`config.mk`:
```
export PLATFORM = sky130hd
export DESIGN_NAME = div_dispatch
export DESIGN_NICKNAME = d
export VERILOG_FILES = /design/src/rtl/div_pkg.sv /design/src/rtl/div_req_fifo.sv /design/src/rtl/div_dispatch.sv
export SDC_FILE = /design/constraint.sdc
export NUM_CORES = 1
export LEC_CHECK = 0
export CAP_MARGIN = 5
export CORE_ASPECT_RATIO = 1.4
export CORE_MARGIN = 4
export CORE_UTILIZATION = 53
export CTS_BUF_LIST = sky130_fd_sc_hd__clkbuf_16
export DETAILED_ROUTE_END_ITERATION = 6
export PLACE_DENSITY = 0.8
export SETUP_SLACK_MARGIN = 0.02
export SLEW_MARGIN = 30
export SYNTH_ARGS = -nofsm -noshare
export SYNTH_HDL_FRONTEND = slang
export SYNTH_SLANG_ARGS = --single-unit
```
`constraint.sdc`:
```
create_clock -name clk -period 5.1 [get_ports clk]
set_input_delay 1.275 -clock clk [delete_from_list [all_inputs] [get_ports clk]]
set_output_delay 1.275 -clock clk [all_outputs]
set_load 0.005 [all_outputs]
```
`src/rtl/div_pkg.sv`:
```
// Shared types for the divider issue stage.
// The FSM state encoding and the all-ones fill used for divide-by-zero quotients.
package div_pkg;

    typedef enum logic [2:0] {
        IDLE,
        ISSUE,
        WAIT,
        WB,
        RELEASE
    } state_t;

    // Replicated to N bits to build the divide-by-zero quotient.
    localparam logic DIV_ALL_ONES = 1'b1;

endpackage

```
`src/rtl/div_req_fifo.sv`:
```
// Request buffer between decode and the divider issue FSM.
// Wrap-bit pointers give full/empty; clear empties the queue and wins over push.
module div_req_fifo
    import div_pkg::*;
#(
    parameter int N     = 16,
    parameter int DEPTH = 4,
    parameter int TAG_W = 4
) (
    input  logic             clk,
    input  logic             rst,
    input  logic             push,
    input  logic             pop,
    input  logic             clear,
    input  logic [TAG_W-1:0] wr_tag,
    input  logic [N-1:0]     wr_dividend,
    input  logic [N-1:0]     wr_divisor,
    output logic [TAG_W-1:0] rd_tag,
    output logic [N-1:0]     rd_dividend,
    output logic [N-1:0]     rd_divisor,
    output logic             full,
    output logic             empty
);

    localparam int AW = $clog2(DEPTH);

    logic [AW:0]      wr_ptr;
    logic [AW:0]      rd_ptr;
    logic [TAG_W-1:0] tag_mem      [DEPTH];
    logic [N-1:0]     dividend_mem [DEPTH];
    logic [N-1:0]     divisor_mem  [DEPTH];

    always_ff @(posedge clk or posedge rst) begin
        if (rst) begin
            wr_ptr <= '0;
            rd_ptr <= '0;
        end else if (clear) begin
            wr_ptr <= '0;
            rd_ptr <= '0;
        end else begin
            if (push) wr_ptr <= wr_ptr + (AW+1)'(1);
            if (pop)  rd_ptr <= rd_ptr + (AW+1)'(1);
        end
    end

    // Storage carries no reset; only the pointers decide what is valid.
    always_ff @(posedge clk) begin
        if (push && !clear) begin
            tag_mem[wr_ptr[AW-1:0]]      <= wr_tag;
            dividend_mem[wr_ptr[AW-1:0]] <= wr_dividend;
            divisor_mem[wr_ptr[AW-1:0]]  <= wr_divisor;
        end
    end

    assign rd_tag      = tag_mem[rd_ptr[AW-1:0]];
    assign rd_dividend = dividend_mem[rd_ptr[AW-1:0]];
    assign rd_divisor  = divisor_mem[rd_ptr[AW-1:0]];
    assign empty       = (wr_ptr == rd_ptr);
    assign full        = (wr_ptr[AW] != rd_ptr[AW]) && (wr_ptr[AW-1:0] == rd_ptr[AW-1:0]);

endmodule

```
`src/rtl/div_dispatch.sv`:
```
// Issue stage for the iterative divider: queues tagged requests, runs one divide at a time,
// and hands quotient/remainder/exception to writeback, with flush and local divide-by-zero handling.
module div_dispatch
    import div_pkg::*;
#(
    parameter int N     = 16,
    parameter int DEPTH = 4,
    parameter int TAG_W = 4
) (
    input  logic             clk,
    input  logic             rst,
    input  logic             in_valid,
    output logic             in_ready,
    input  logic [TAG_W-1:0] in_tag,
    input  logic [N-1:0]     in_dividend,
    input  logic [N-1:0]     in_divisor,
    input  logic             flush,
    output logic             div_req,
    output logic [N-1:0]     div_dividend,
    output logic [N-1:0]     div_divisor,
    input  logic [N-1:0]     div_q,
    input  logic [N-1:0]     div_r,
    input  logic             div_ready,
    input  logic             div_exception,
    output logic             wb_valid,
    input  logic             wb_ready,
    output logic [TAG_W-1:0] wb_tag,
    output logic [N-1:0]     wb_quot,
    output logic [N-1:0]     wb_rem,
    output logic             wb_exc,
    output logic             busy
);

    state_t           state;
    state_t           state_nxt;
    logic             kill;
    logic             push;
    logic             pop;
    logic             capture;
    logic             zero_div;
    logic             fifo_full;
    logic             fifo_empty;
    logic [TAG_W-1:0] head_tag;
    logic [N-1:0]     head_dividend;
    logic [N-1:0]     head_divisor;
    logic [TAG_W-1:0] op_tag;
    logic [N-1:0]     op_dividend;
    logic [N-1:0]     op_divisor;

    // Flush discards the queue, so it blocks both the incoming push and the head pop.
    assign in_ready = !fifo_full;
    assign push     = in_valid && in_ready && !flush;
    assign pop      = (state == IDLE) && !fifo_empty && !flush;
    assign zero_div = (op_divisor == '0);

    div_req_fifo #(
        .N     (N),
        .DEPTH (DEPTH),
        .TAG_W (TAG_W)
    ) u_fifo (
        .clk         (clk),
        .rst         (rst),
        .push        (push),
        .pop         (pop),
        .clear       (flush),
        .wr_tag      (in_tag),
        .wr_dividend (in_dividend),
        .wr_divisor  (in_divisor),
        .rd_tag      (head_tag),
        .rd_dividend (head_dividend),
        .rd_divisor  (head_divisor),
        .full        (fifo_full),
        .empty       (fifo_empty)
    );

    always_comb begin
        state_nxt = state;
        capture   = 1'b0;
        case (state)
            IDLE:    if (pop) state_nxt = ISSUE;
            ISSUE:   state_nxt = WAIT;
            WAIT: begin
                if (div_ready) begin
                    capture   = !(kill || flush);
                    state_nxt = capture ? WB : RELEASE;
                end
            end
            WB:      if (flush || wb_ready) state_nxt = RELEASE;
            RELEASE: if (!div_ready) state_nxt = IDLE;
            default: state_nxt = IDLE;
        endcase
    end

    always_ff @(posedge clk or posedge rst) begin
        if (rst) state <= IDLE;
        else     state <= state_nxt;
    end

    // Operands stay frozen from the pop until the next pop, covering ISSUE through RELEASE.
    always_ff @(posedge clk or posedge rst) begin
        if (rst) begin
            op_tag      <= '0;
            op_dividend <= '0;
            op_divisor  <= '0;
        end else if (pop) begin
            op_tag      <= head_tag;
            op_dividend <= head_dividend;
            op_divisor  <= head_divisor;
        end
    end

    always_ff @(posedge clk or posedge rst) begin
        if (rst)                                             kill <= 1'b0;
        else if ((state == ISSUE || state == WAIT) && flush) kill <= 1'b1;
        else if (state == RELEASE && !div_ready)             kill <= 1'b0;
    end

    // Divide-by-zero is judged from the held divisor; the divider's own result is ignored then.
    always_ff @(posedge clk or posedge rst) begin
        if (rst) begin
            wb_tag  <= '0;
            wb_quot <= '0;
            wb_rem  <= '0;
            wb_exc  <= 1'b0;
        end else if (capture) begin
            wb_tag  <= op_tag;
            wb_quot <= zero_div ? {N{DIV_ALL_ONES}} : div_q;
            wb_rem  <= zero_div ? op_dividend : div_r;
            wb_exc  <= zero_div;
        end
    end

    assign div_req      = (state == ISSUE);
    assign div_dividend = op_dividend;
    assign div_divisor  = op_divisor;
    assign wb_valid     = (state == WB);
    assign busy         = (state != IDLE) || !fifo_empty;

    zero_div_flagged : assert property (@(posedge clk) disable iff (rst)
        (state == WAIT && div_ready && zero_div) |-> div_exception);

endmodule
```
==> summary.md, run 1 <==
Using the TritonRoute via totals, the vias-per-cell ratio works out to 5.522. Number of failing hold endpoints at the final stage: 0. In this run the horizontal extent of the chip is 116.8 um.

Of all nets on the critical path, the largest fanout is 39. STA classifies the critical path startpoint as a register. Summed over all layers, the global routing overflow is 0.

The tools report the post-synthesis sequential area ratio as 0.7292. Measured in cells, the most critical reg-to-reg path has a length of 6. TritonCTS built the clock tree.

The most used flip-flop cell after synthesis is edfxtp_1. The worst hold path passes through 2 cells. The core region is 16,240 um^2. The die is 160.3 um tall. The worst setup path is captured at a primary output. The fraction of layout instances using a drive strength above 1 is 0.1431, and the routing usage on met1 is 0.2312.

Number of antenna violations at the first check in global routing: 0. After synthesis the netlist holds a flip-flop and latch count of 227. The number of nets handed over by synthesis was 571.

The number of H-tree branching levels was 1. The slowest stage of the critical path belongs to the cell clkdlybuf4s50_1. The detailed-route wire length is 17,160 um. The largest area contributor in the synthesized netlist is edfxtp_1.

In this run, distinct cell masters in the synthesized netlist total 36. The number of setup violations in the final report was 0; the clock transition at the registers of the reported paths was 0.07 ns. For this design, the sink count on the clock tree is 227. Derived from the worst setup path, the maximum achievable clock frequency is 267.0 MHz. Async set-or-reset flop fraction in the synthesized netlist: 0.3656.

The final critical path time including I/O delays and setup was 3.745 ns; the critical path data required time was 3.83 ns. In this run the deepest clock path goes through 3 buffers. The largest net degree at the start of global routing is 71. By startpoint and endpoint, the worst setup path is classified as reg2out. The count of routing violations after the opening detailed-route iteration came out at 294.

The run gives 0.5405 as the starting density of the core. The mapped cell area is 8778 um^2, and the number of warning messages in the yosys log is 0. The number of placement rows came out at 55. The later pin in the worst-skew pair is clocked with a latency of 0.50 ns. The logs give 0.7687 for the routability-driven placement congestion ratio and 11,220 um for the placed wire-length estimate after detailed placement. Max-slew violation count: 0.

After the last flow step, the layout net total stands at 722. In the synthesized netlist, the cells that appear most often are edfxtp_1, dfrtp_1, mux2_1, mux4_2, nand2_1. Mean instance size in the synthesized netlist: 17.88 um^2. The type of the most critical hold path is reg2reg. The global-route usage over all layers is 0.1874, and the wire length of the first global-routing pass is 27,140 um. Worst max-slew margin expressed relative to the limit: 0.5025. The largest stage delay on the critical path was 0.51 ns. Buffers placed on the I/O ports in this run total 146. The critical path goes through buf_4 -> xor2_1 -> nor2_1 -> nand3_1 -> clkdlybuf4s50_1. The area added between synthesis and finish came out at 26.65%.

The routing layer with the top usage in global route was met2. The repair_antennas step left the layout with diodes totalling 0. Counting flops with a built-in enable in the synthesized netlist gives 144.

Buffers inserted during clock tree synthesis total 21. The global-route track usage on met2 is 0.3395, and the share of the synthesized area in the top cell type is 0.4926. The number of global-route vias before repair was 5,001; the post-synthesis instance total was 491.

The multi-input logic area is 2241 um^2, and the max-capacitance violation count is 0. The met3 capacity usage during global routing was 0.03563; the number of fill cells in the layout was 1,087. For this run, design rule violations remaining after detail routing come to 0. For this run, the detailed router's first-pass iteration total came to 4. The cell leakage power is 4.160 nW.

The fraction of the cycle the final worst path needs is 0.7342. The flow ran to the end, and the final reports show no timing, DRC or antenna violations. The logs give 18,720 um^2 for the area of the die and 0.6846 for the end-of-flow core utilization. In this run the post-CTS setup repair buffer count came out at 0. Setup repair after global routing left no endpoint under its margin. The via count is 4,727, and the footprint of the flip-flops and latches is 6404 um^2. Adding up every negative setup slack in the final design gives 0 ns. For the power consumption, the log shows 5.518 mW. In the post-synthesis netlist, the biggest area contributors are edfxtp_1, dfrtp_1, mux4_2, mux2_1, mux2i_1. Across the routed clock network, the largest skew measured is 0.009819 ns. In the final routed layout, each cell accounts on average for 20.05 um. The count of nets left with antenna violations once routing finished came out at 0. Buffers inserted to repair hold after CTS numbered 0. For the pin with the worst max-slew slack, the measured transition is 0.7463 ns. The logs give 148 for the number of ports placed on the die boundary and 0 for the number of instances resized during post-cts repair. The worst voltage drop across the vdd grid is 0.4189 mV.

For the worst setup path, the data arrival time is 2.47 ns. The power per standard cell area came out at 496.3 nW/um^2. The most common cell in the netlist was edfxtp_1.

The CTS root buffer is clkbuf_16.
-- state kept, by name (all words and copies together) (netlist names) --
| name | flops |
|---|---|
| wb_rem | 16 |
| wb_tag | 4 |
| wb_quot | 16 |
| u_fifo.divisor_mem | 64 |
| u_fifo.dividend_mem | 64 |
| div_dividend | 16 |
| u_fifo.rd_ptr | 3 |
| kill | 1 |
| state | 3 |
| op_tag | 4 |
| wb_exc | 1 |
| u_fifo.wr_ptr | 3 |
| u_fifo.tag_mem | 16 |
| div_divisor | 16 |
-- layer usage --
layer / vias up / share of wire
li1: 2181 / -
met1: 2398 / 0.39
met2: 138 / 0.54
met3: 10 / 0.060
met4: 0 / 0.012
met5: - / 0
-- cell usage in the layout (no fill, tap or decap), types with 2 or more instances in the layout --
cell type / count
a21oi_1: 5
and2_4: 3
buf_4: 7
bufinv_16: 2
clkbuf_16: 22
clkdlybuf4s50_1: 146
clkinv_1: 2
clkinv_2: 5
clkinvlp_4: 2
dfrtp_1: 81
dfrtp_2: 2
edfxtp_1: 144
ha_1: 5
inv_1: 5
inv_4: 2
inv_6: 2
mux2_1: 36
mux2_4: 4
mux2i_1: 19
mux4_2: 36
nand2_1: 35
nand2b_1: 2
nor2_1: 23
nor3_2: 2
nor4_1: 4
o21ai_0: 5
o21ai_1: 33
or3_1: 2
xnor2_1: 2
xor2_1: 5
-- worst max-delay path: cells and delay by family, from the launching register on --
kind | cells | cell delay, ns
buffers and inverters | 2 | 0.99
xor gates and xnor gates | 1 | 0.42
DFF | 1 | 0.34
and+or+nand+nor | 2 | 0.22
-- logic make-up (layout without fill, tap and decap cells) --
kind of cell / after synthesis / count (layout) / synth area share
muxes: 95 / 95 / 0.1670
DFF: 227 / 227 / 0.7292
buffers and inverters: 30 / 196 / 0.01739
xor gates and xnor gates: 7 / 7 / 0.006984
adders and majority gates: 5 / 5 / 0.007127
AOI/OAI and AO/OA: 48 / 48 / 0.03121
and+or+nand+nor: 79 / 79 / 0.04105
-- through the flow --
step	cell area (um^2)	cells	setup WS (ns)	hold WS (ns)
floorplan	8778	491	0.6301	0.4583
global placement	10420	818	1.219	0.4681
detailed placement	10430	818	1.498	0.4757
CTS	11120	856	1.302	0.4907
global route	11120	856	1.205	0.5187
finish	11120	856	1.355	0.4903
-- where the power goes --
group	internal [mW]	total, mW	switching, mW
logic	0.884	1.44	0.554
registers	2.30	2.53	0.237
clock network	0.892	1.55	0.656
total	4.07	5.52	1.45
-- final timing paths --
check,slack (ns),endpoint,startpoint
max,1.36,busy,u_fifo.rd_ptr[1]
min,0.49,wb_quot[0],wb_quot[0]
max reg2reg,2.22,div_dividend[10],u_fifo.rd_ptr[1]
min reg2reg,0.49,wb_quot[0],wb_quot[0]
max in group asynchronous,3.01,div_dividend[10],rst
min in group asynchronous,1.24,wb_rem[3],rst
-- area by class of cell --
cell class / count / area share
clock buffers: 22 / 0.04952
clock inverters: 16 / 0.01249
inverters: 5 / 0.001913
multi-input cells: 234 / 0.2016
flip-flops and latches: 227 / 0.5760
well taps: 199 / 0.02239
repair buffers: 153 / 0.1362
Note: power is estimated with default switching activity, not from simulation.
==> inputs of run 2 (changes only) <==
==> constraint.sdc (replaced) <==
create_clock -name clk -period 3.62 [get_ports clk]
set_input_delay 0.905 -clock clk [delete_from_list [all_inputs] [get_ports clk]]
set_output_delay 0.905 -clock clk [all_outputs]
set_load 0.005 [all_outputs]
==> run 2 against run 1 <==
Effect of this change: worst hold slack worse by 0.0057 ns; flip-flop and latch count unchanged; via count down 0.40%; clock skew up 0.017 ns; clock-buffer cell count down 1; global-route usage down 0.39 points; combinational power up 41%; wire length down 0.98%; clock power up 31%; register-to-register slack worse by 0.97 ns; final cell count up 0.82%; setup slack worse by 0.67 ns; largest power group unchanged.
==> summary.md, run 2 (synthesis gave the netlist of run 1 again) <==
The horizontal die dimension works out to 116.8 um (unchanged). Nature of the critical path startpoint: a register. The logs give 0 (unchanged) for the final routed DRC violation total and 0 (unchanged) for the number of nets with antenna violations after detailed routing.

The setup total negative slack is 0 ns (unchanged), and the count of routing violations after the opening detailed-route iteration is 204 (-31%). The run gives 0 (unchanged) as the number of instances resized during post-cts repair. The run gives 0.7989 (+3.9%) as the routability-driven placement congestion ratio. Setup repair after global routing left no endpoint under its margin. The worst voltage drop across the vdd grid was 0.5335 mV (+27%); the clock latency at the later pin of the worst-skew pair was 0.50 ns (about the same).

The critical-path maximum fanout was 5 (-87%). The logs give 4,708 (-0.40%) for the via count and 729 (+0.97%) for the number of nets in the final layout. The tools report the core footprint as 16,240 um^2 (unchanged). The wire length of the first global-routing pass is 26,840 um (-1.1%). In the layout the commonest cells are clkdlybuf4s50_1, edfxtp_1, dfrtp_1. The logs give 4 (unchanged) for the total iterations of the first detailed-routing run and 0.266 (+0.005) for the fraction of power consumed by combinational cells. The type of the most critical hold path is reg2reg. The height of the chip came out at 160.3 um (unchanged).

The run finished with clean final reports. The number of H-tree branching levels is 1 (unchanged). Leaving out fill and tap cells, the most frequent cell in the layout is clkdlybuf4s50_1. The detailed-route wire length is 16,990 um (-0.98%). Element type at the critical path end: a primary output.

The logs give 0 (unchanged) for the antenna diode instance count and 0.267 (-0.013) for the clock group share of total power. The largest stage delay on the critical path came out at 0.50 ns (about the same). The number of placement rows was 55 (unchanged); the number of buffers between clock root and the deepest sink was 3 (unchanged). The worst path buffer plus inverter count works out to 1 (-1). The logs give 0.5405 (unchanged) for the starting density of the core and 2.03 ns (-0.44 ns) for the signal arrival time at the worst endpoint. TritonCTS built the clock tree.

The clock transition at the registers of the reported paths was 0.06 ns (about the same); the fraction of the cycle the final worst path needs was 0.8116. The net switching share of the total power came out at 0.2613 (-0.0008120). The wire length per cell came out at 19.69 um (-1.8%).

Final critical path time including I/O delays and setup: 2.938 ns. The critical path data required time came out at 2.71 ns (-1.12 ns). The number of ports placed on the die boundary is 148 (unchanged), and the area added between synthesis and finish is 26.97%. The critical path's top delay family is buffers and inverters. For the area of the die, the log shows 18,720 um^2 (unchanged). For the worst clock skew, the log shows 0.02650 ns (+0.01668 ns). The tools report the end-of-flow core utilization as 0.6863 (+0.001695).

Walking the worst path, the cells encountered are xor2_1 -> nor2_1 -> nand3_1 -> clkdlybuf4s50_1. The largest individual stage delay along the critical path comes from the cell clkdlybuf4s50_1. The tools report the largest net degree at the start of global routing as 60 (-15%). Clock tree synthesis selected as its root buffer the cell clkbuf_16. The quantity of I/O buffers inserted on ports is 146 (unchanged), and the number of buffers added by the clock tree synthesis step is 21 (unchanged). The global-route usage over all layers came out at 0.1835 (-0.003853). The critical path class was reg2out. The worst max-slew margin expressed relative to the limit was 0.4959 (-0.006545). For the aggregate global routing overflow, the log shows 0 (unchanged). Timing would allow up to 340.4 MHz. Cell leakage power: 4.189 nW (+0.71%). The tools report the max-slew violation count as 0 (unchanged).

For the power share of the sequential group, the log shows 0.467 (+0.008). The number of setup violations in the final report is 0 (unchanged). The number of global-route vias before repair was 5,031 (+0.60%); the TritonCTS sink count was 227 (unchanged). The power per standard cell area was 683.4 nW/um^2 (+38%). The net switching power figure is 1.990 mW (+38%). The tools report the hold-fix buffer count after cts as 0 (unchanged). The internal power summed over all cells is 5.626 mW (+38%). The number of failing hold endpoints at the final stage is 0 (unchanged), and the post-CTS setup-driven buffer insertion count is 0 (unchanged).

The actual transition at the worst max-transition pin is 0.7561 ns (+0.009818 ns), and the via count normalized by instance count is 5.455 (-1.2%). The max-capacitance violation count is 0 (unchanged). The fraction of layout instances using a drive strength above 1 works out to 0.1401 (-0.003014).

The number of antenna violations at the first check in global routing came out at 0 (unchanged). The run gives 11,590 um (+3.3%) as the placed wire-length estimate after detailed placement.
[run 2: area by class of cell]
| cell class | instances | area (um^2) |
|---|---|---|
| repair buffers | 160 | 1592 |
| clock buffers | 21 | 525.5 |
| well taps | 199 | 249.0 |
| flip-flops and latches | 227 | 6404 |
| clock inverters | 17 | 115.1 |
| multi-input cells | 234 | 2241 |
| inverters | 5 | 20.02 |
| fillers | 1101 | 5095 |
[run 2: routing by layer]
metal / part of all wire / global-route usage
met5: 0 / 0
met4: 0.021 / 0.05060
met3: 0.057 / 0.03033
met2: 0.53 / 0.3247
met1: 0.39 / 0.2315
[run 2: stage by stage]
step                      hold slack [ns]  instances  cell area [um^2]  power (mW)  setup WS (ns)
final                              0.4846        863             11150       7.617         0.6820
after global routing               0.5095        863             11150       8.019         0.5576
after CTS                          0.4883        863             11150       7.721         0.6566
after detailed placement           0.4740        825             10510       5.678         0.3865
after global placement             0.4675        825             10510       5.581         0.4848
after floorplan                    0.4583        491              8783       4.533         0.5782
[run 2: power groups by stage]
stage	sequential, mW	combinational [mW]	clock [mW]
after floorplan	3.56	0.977	0
after global placement	3.59	1.99	0
after detailed placement	3.62	2.06	0
after CTS	3.57	2.07	2.08
after global routing	3.62	2.21	2.19
final	3.56	2.03	2.03
[run 2: tightest hold or removal path, cell delays in order (launching register included)]
cell	delay [ns]
dfrtp_1	0.34
nand2_1	0.05
o21ai_1	0.06
[run 2: final timing paths]
kind / from / to / slack (ns) / depth (start not counted)
setup / recovery: u_fifo.wr_ptr[1] / busy / 0.68 / 4
hold / removal: wb_rem[8] / wb_rem[8] / 0.48 / 2
setup reg to reg: u_fifo.wr_ptr[1] / u_fifo.divisor_mem[2][12] / 1.25 / 5
hold reg to reg: wb_rem[8] / wb_rem[8] / 0.48 / 2
max in group asynchronous: rst / wb_rem[3] / 2.17 / 3
min in group asynchronous: rst / state[2] / 0.76 / 2
==> inputs of run 3 (changes only) <==
==> constraint.sdc (replaced) <==
create_clock -name clk -period 3 [get_ports clk]
set_input_delay 0.75 -clock clk [delete_from_list [all_inputs] [get_ports clk]]
set_output_delay 0.75 -clock clk [all_outputs]
set_load 0.005 [all_outputs]
==> run 3 against run 2 <==
Effect of this change: non-clock buffer count is 5 higher; sequential power is 21% higher; first-iteration DRC count grew 23%; critical endpoint unchanged; sequential share of layout area down 0.13 points; clock-buffer cell count stayed put; wire length is 1.5% higher; largest power group unchanged; flip-flop and latch count unchanged; clock skew is 0.011 ns lower; global-route usage up 0.56 points; critical path type unchanged; via count grew 1.4%; highest routed layer unchanged; critical path depth stayed put.
==> summary.md, run 3 (synthesis gave the netlist of run 1 again) <==
The post-CTS setup-driven buffer insertion count is 0 (unchanged). The number of fill cells in the layout came out at 1,082 (-1.7%). The tools report the count of routing violations after the opening detailed-route iteration as 251 (+23%).

The quantity of I/O buffers inserted on ports came out at 146 (unchanged). Leaving out fill and tap cells, the most frequent cell in the layout is clkdlybuf4s50_1. Clock transition at the registers of the reported paths: 0.06 ns (about the same). The antenna diode instance count is 0 (unchanged), and the hold-fix buffer count after cts is 0 (unchanged). In this run the top signal layer used is met4. The via count normalized by instance count came out at 5.498 (+0.78%). The critical path in this run is classified as reg2out. Core footprint: 16,240 um^2 (unchanged).

The wire length of the first global-routing pass is 27,630 um (+3.0%). Derived from the worst setup path, the maximum achievable clock frequency is 355.6 MHz. The TritonCTS sink count was 227 (unchanged); the horizontal die dimension was 116.8 um (unchanged).

The critical-path maximum fanout is 5 (unchanged). The number of H-tree branching levels was 1 (unchanged). Traced cell by cell, the critical path runs through xor2_1 -> nor2_1 -> nand3_1 -> clkdlybuf4s50_1. The met3 layer wire length in the routed design is 922 um (-5.5%), and the max-slew violation count is 0 (unchanged). Cell leakage power: 4.217 nW (+0.67%). Fraction of layout instances using a drive strength above 1: 0.1480 (+0.007922).

The top cell types in the final layout, fill and taps aside, are clkdlybuf4s50_1, edfxtp_1, dfrtp_1. Critical path's top delay family: buffers and inverters. The placed cell area is 10,540 um^2 (+0.36%), and the number of antenna violations at the first check in global routing is 0 (unchanged). In this run the worst hold path is classified as reg2reg. The tools report the max-capacitance violation count as 0 (unchanged).

STA classifies the critical path startpoint as a register. The power consumption was 9.186 mW (+21%); the total iterations of the first detailed-routing run was 5 (+1). The height of the chip came out at 160.3 um (unchanged).

TritonCTS built the clock tree. The largest net degree at the start of global routing is 56 (-6.7%), and the worst path buffer plus inverter count is 1 (unchanged). The tools report the number of buffers between clock root and the deepest sink as 3 (unchanged). Placed wire-length estimate after detailed placement: 11,870 um (+2.4%). The number of buffers added by the clock tree synthesis step came out at 21 (unchanged). Setup repair after global routing left no endpoint under its margin. The flow ran to the end, and the final reports show no timing, DRC or antenna violations.

The run gives 0.1707 ns (-0.2157 ns) as the worst slack after detailed placement. Actual transition at the worst max-transition pin: 0.7558 ns (-0.0003000 ns). The tree is rooted in a clkbuf_16. The run gives 17,250 um (+1.5%) as the detailed-route wire length.

The largest stage delay on the critical path came out at 0.52 ns (+0.02 ns). The power per standard cell area came out at 822.4 nW/um^2 (+20%). The worst voltage drop across the vdd grid is 0.6252 mV (+17%).

The number of nets with antenna violations after detailed routing is 0 (unchanged). Clock latency at the later pin of the worst-skew pair: 0.49 ns (about the same). The detailed route wirelength on metal2 came out at 9235 um (+2.4%).

The run gives 0 (unchanged) as the number of setup violations in the final report. The tools report the global-route usage over all layers as 0.1892 (+0.005635). The aggregate global routing overflow came out at 0 (unchanged). The area of all placed cells without fillers was 11,170 um^2 (+0.22%). The fraction of the cycle the final worst path needs is 0.9375, and the worst max-slew margin expressed relative to the limit is 0.4961 (about the same). The filler-free cell count of the finished design is 868 (+0.58%). The run gives 6404 um^2 (unchanged) as the footprint of the flip-flops and latches.

The worst path in the final design needs a cycle of 2.812 ns, including I/O delays and setup. Number of nets in the final layout: 734 (+0.69%). The tools report the number of global-route vias before repair as 5,211 (+3.6%).

The tools report the area of the die as 18,720 um^2 (unchanged). The wire length per cell was 19.88 um (+0.94%); the worst setup slack after layout was 0.1876 ns (-0.4943 ns). The tools report the end-of-flow core utilization as 0.6878 (+0.001540). Multi-input logic area: 2241 um^2 (unchanged). Number of ports placed on the die boundary: 148 (unchanged). The run gives 0 (unchanged) as the number of instances resized during post-cts repair. For the post-route worst hold slack, the log shows 0.4836 ns (-0.001001 ns). Via count: 4,772 (+1.4%).

The library cell contributing the largest single delay on the critical path is clkdlybuf4s50_1. The run gives 0.01573 ns (-0.01076 ns) as the worst clock skew. The starting density of the core was 0.5405 (unchanged). Wire length on met1: 6793 um (+2.4%). The signal arrival time at the worst endpoint was 2.06 ns (+0.03 ns).

The critical path data required time came out at 2.25 ns (-0.46 ns). The logs give 0.7833 (-2.0%) for the routability-driven placement congestion ratio and 55 (unchanged) for the number of placement rows. The logs give 0 (unchanged) for the number of failing hold endpoints at the final stage and 0 ns (unchanged) for the setup total negative slack. Final routed DRC violation total: 0 (unchanged). Compared with the post-synthesis result, the final layout area differs by 27.25%. The number of placed instances, taps included came out at 830 (+0.61%). The worst setup path is captured at a primary output.
-- run 3: changes by cell type in the layout (fill, tap and decap cells not counted), sizes merged --
cell	delta
buf	+5
clkinv	+3
clkinvlp	-2
inv	-1
-- run 3: area by class of cell --
class / instances / share of cell area
sequential: 227 / 0.5733
multi-input combinational: 234 / 0.2006
timing repair buffer: 165 / 0.1458
clock buffer: 21 / 0.04704
tap: 199 / 0.02229
clock inverter: 17 / 0.009185
inverter: 5 / 0.001792
-- run 3: worst paths after layout --
| kind | start | end | slack [ns] | cells after the start |
|---|---|---|---|---|
| max in group asynchronous | rst | wb_quot[6] | 1.67 | 3 |
| min reg2reg | wb_rem[9] | wb_rem[9] | 0.48 | 2 |
| max reg2reg | u_fifo.wr_ptr[1] | u_fifo.divisor_mem[1][2] | 0.83 | 5 |
| max | u_fifo.wr_ptr[1] | busy | 0.19 | 4 |
| min in group asynchronous | rst | div_divisor[6] | 0.65 | 2 |
| min | wb_rem[9] | wb_rem[9] | 0.48 | 2 |
-- run 3: worst reg2reg max path: stages (launching register included) --
cell	delay (ns)
dfrtp_1	0.45
xor2_1	0.23
o31ai_2	0.60
nor2_1	0.15
and2_2	0.24
buf_4	0.23
-- run 3: per-layer routing --
metal,vias to the layer above,GRT usage
li1,2197,-
met1,2414,0.2370
met2,141,0.3387
met3,20,0.03146
met4,0,0.04695
met5,-,0
-- run 3: where the power goes --
part	leakage (nW)	total [mW]	switching, mW	internal, mW
registers	2.34	4.30	0.396	3.90
clock network	0.332	2.42	1.06	1.36
logic	1.55	2.47	0.947	1.52
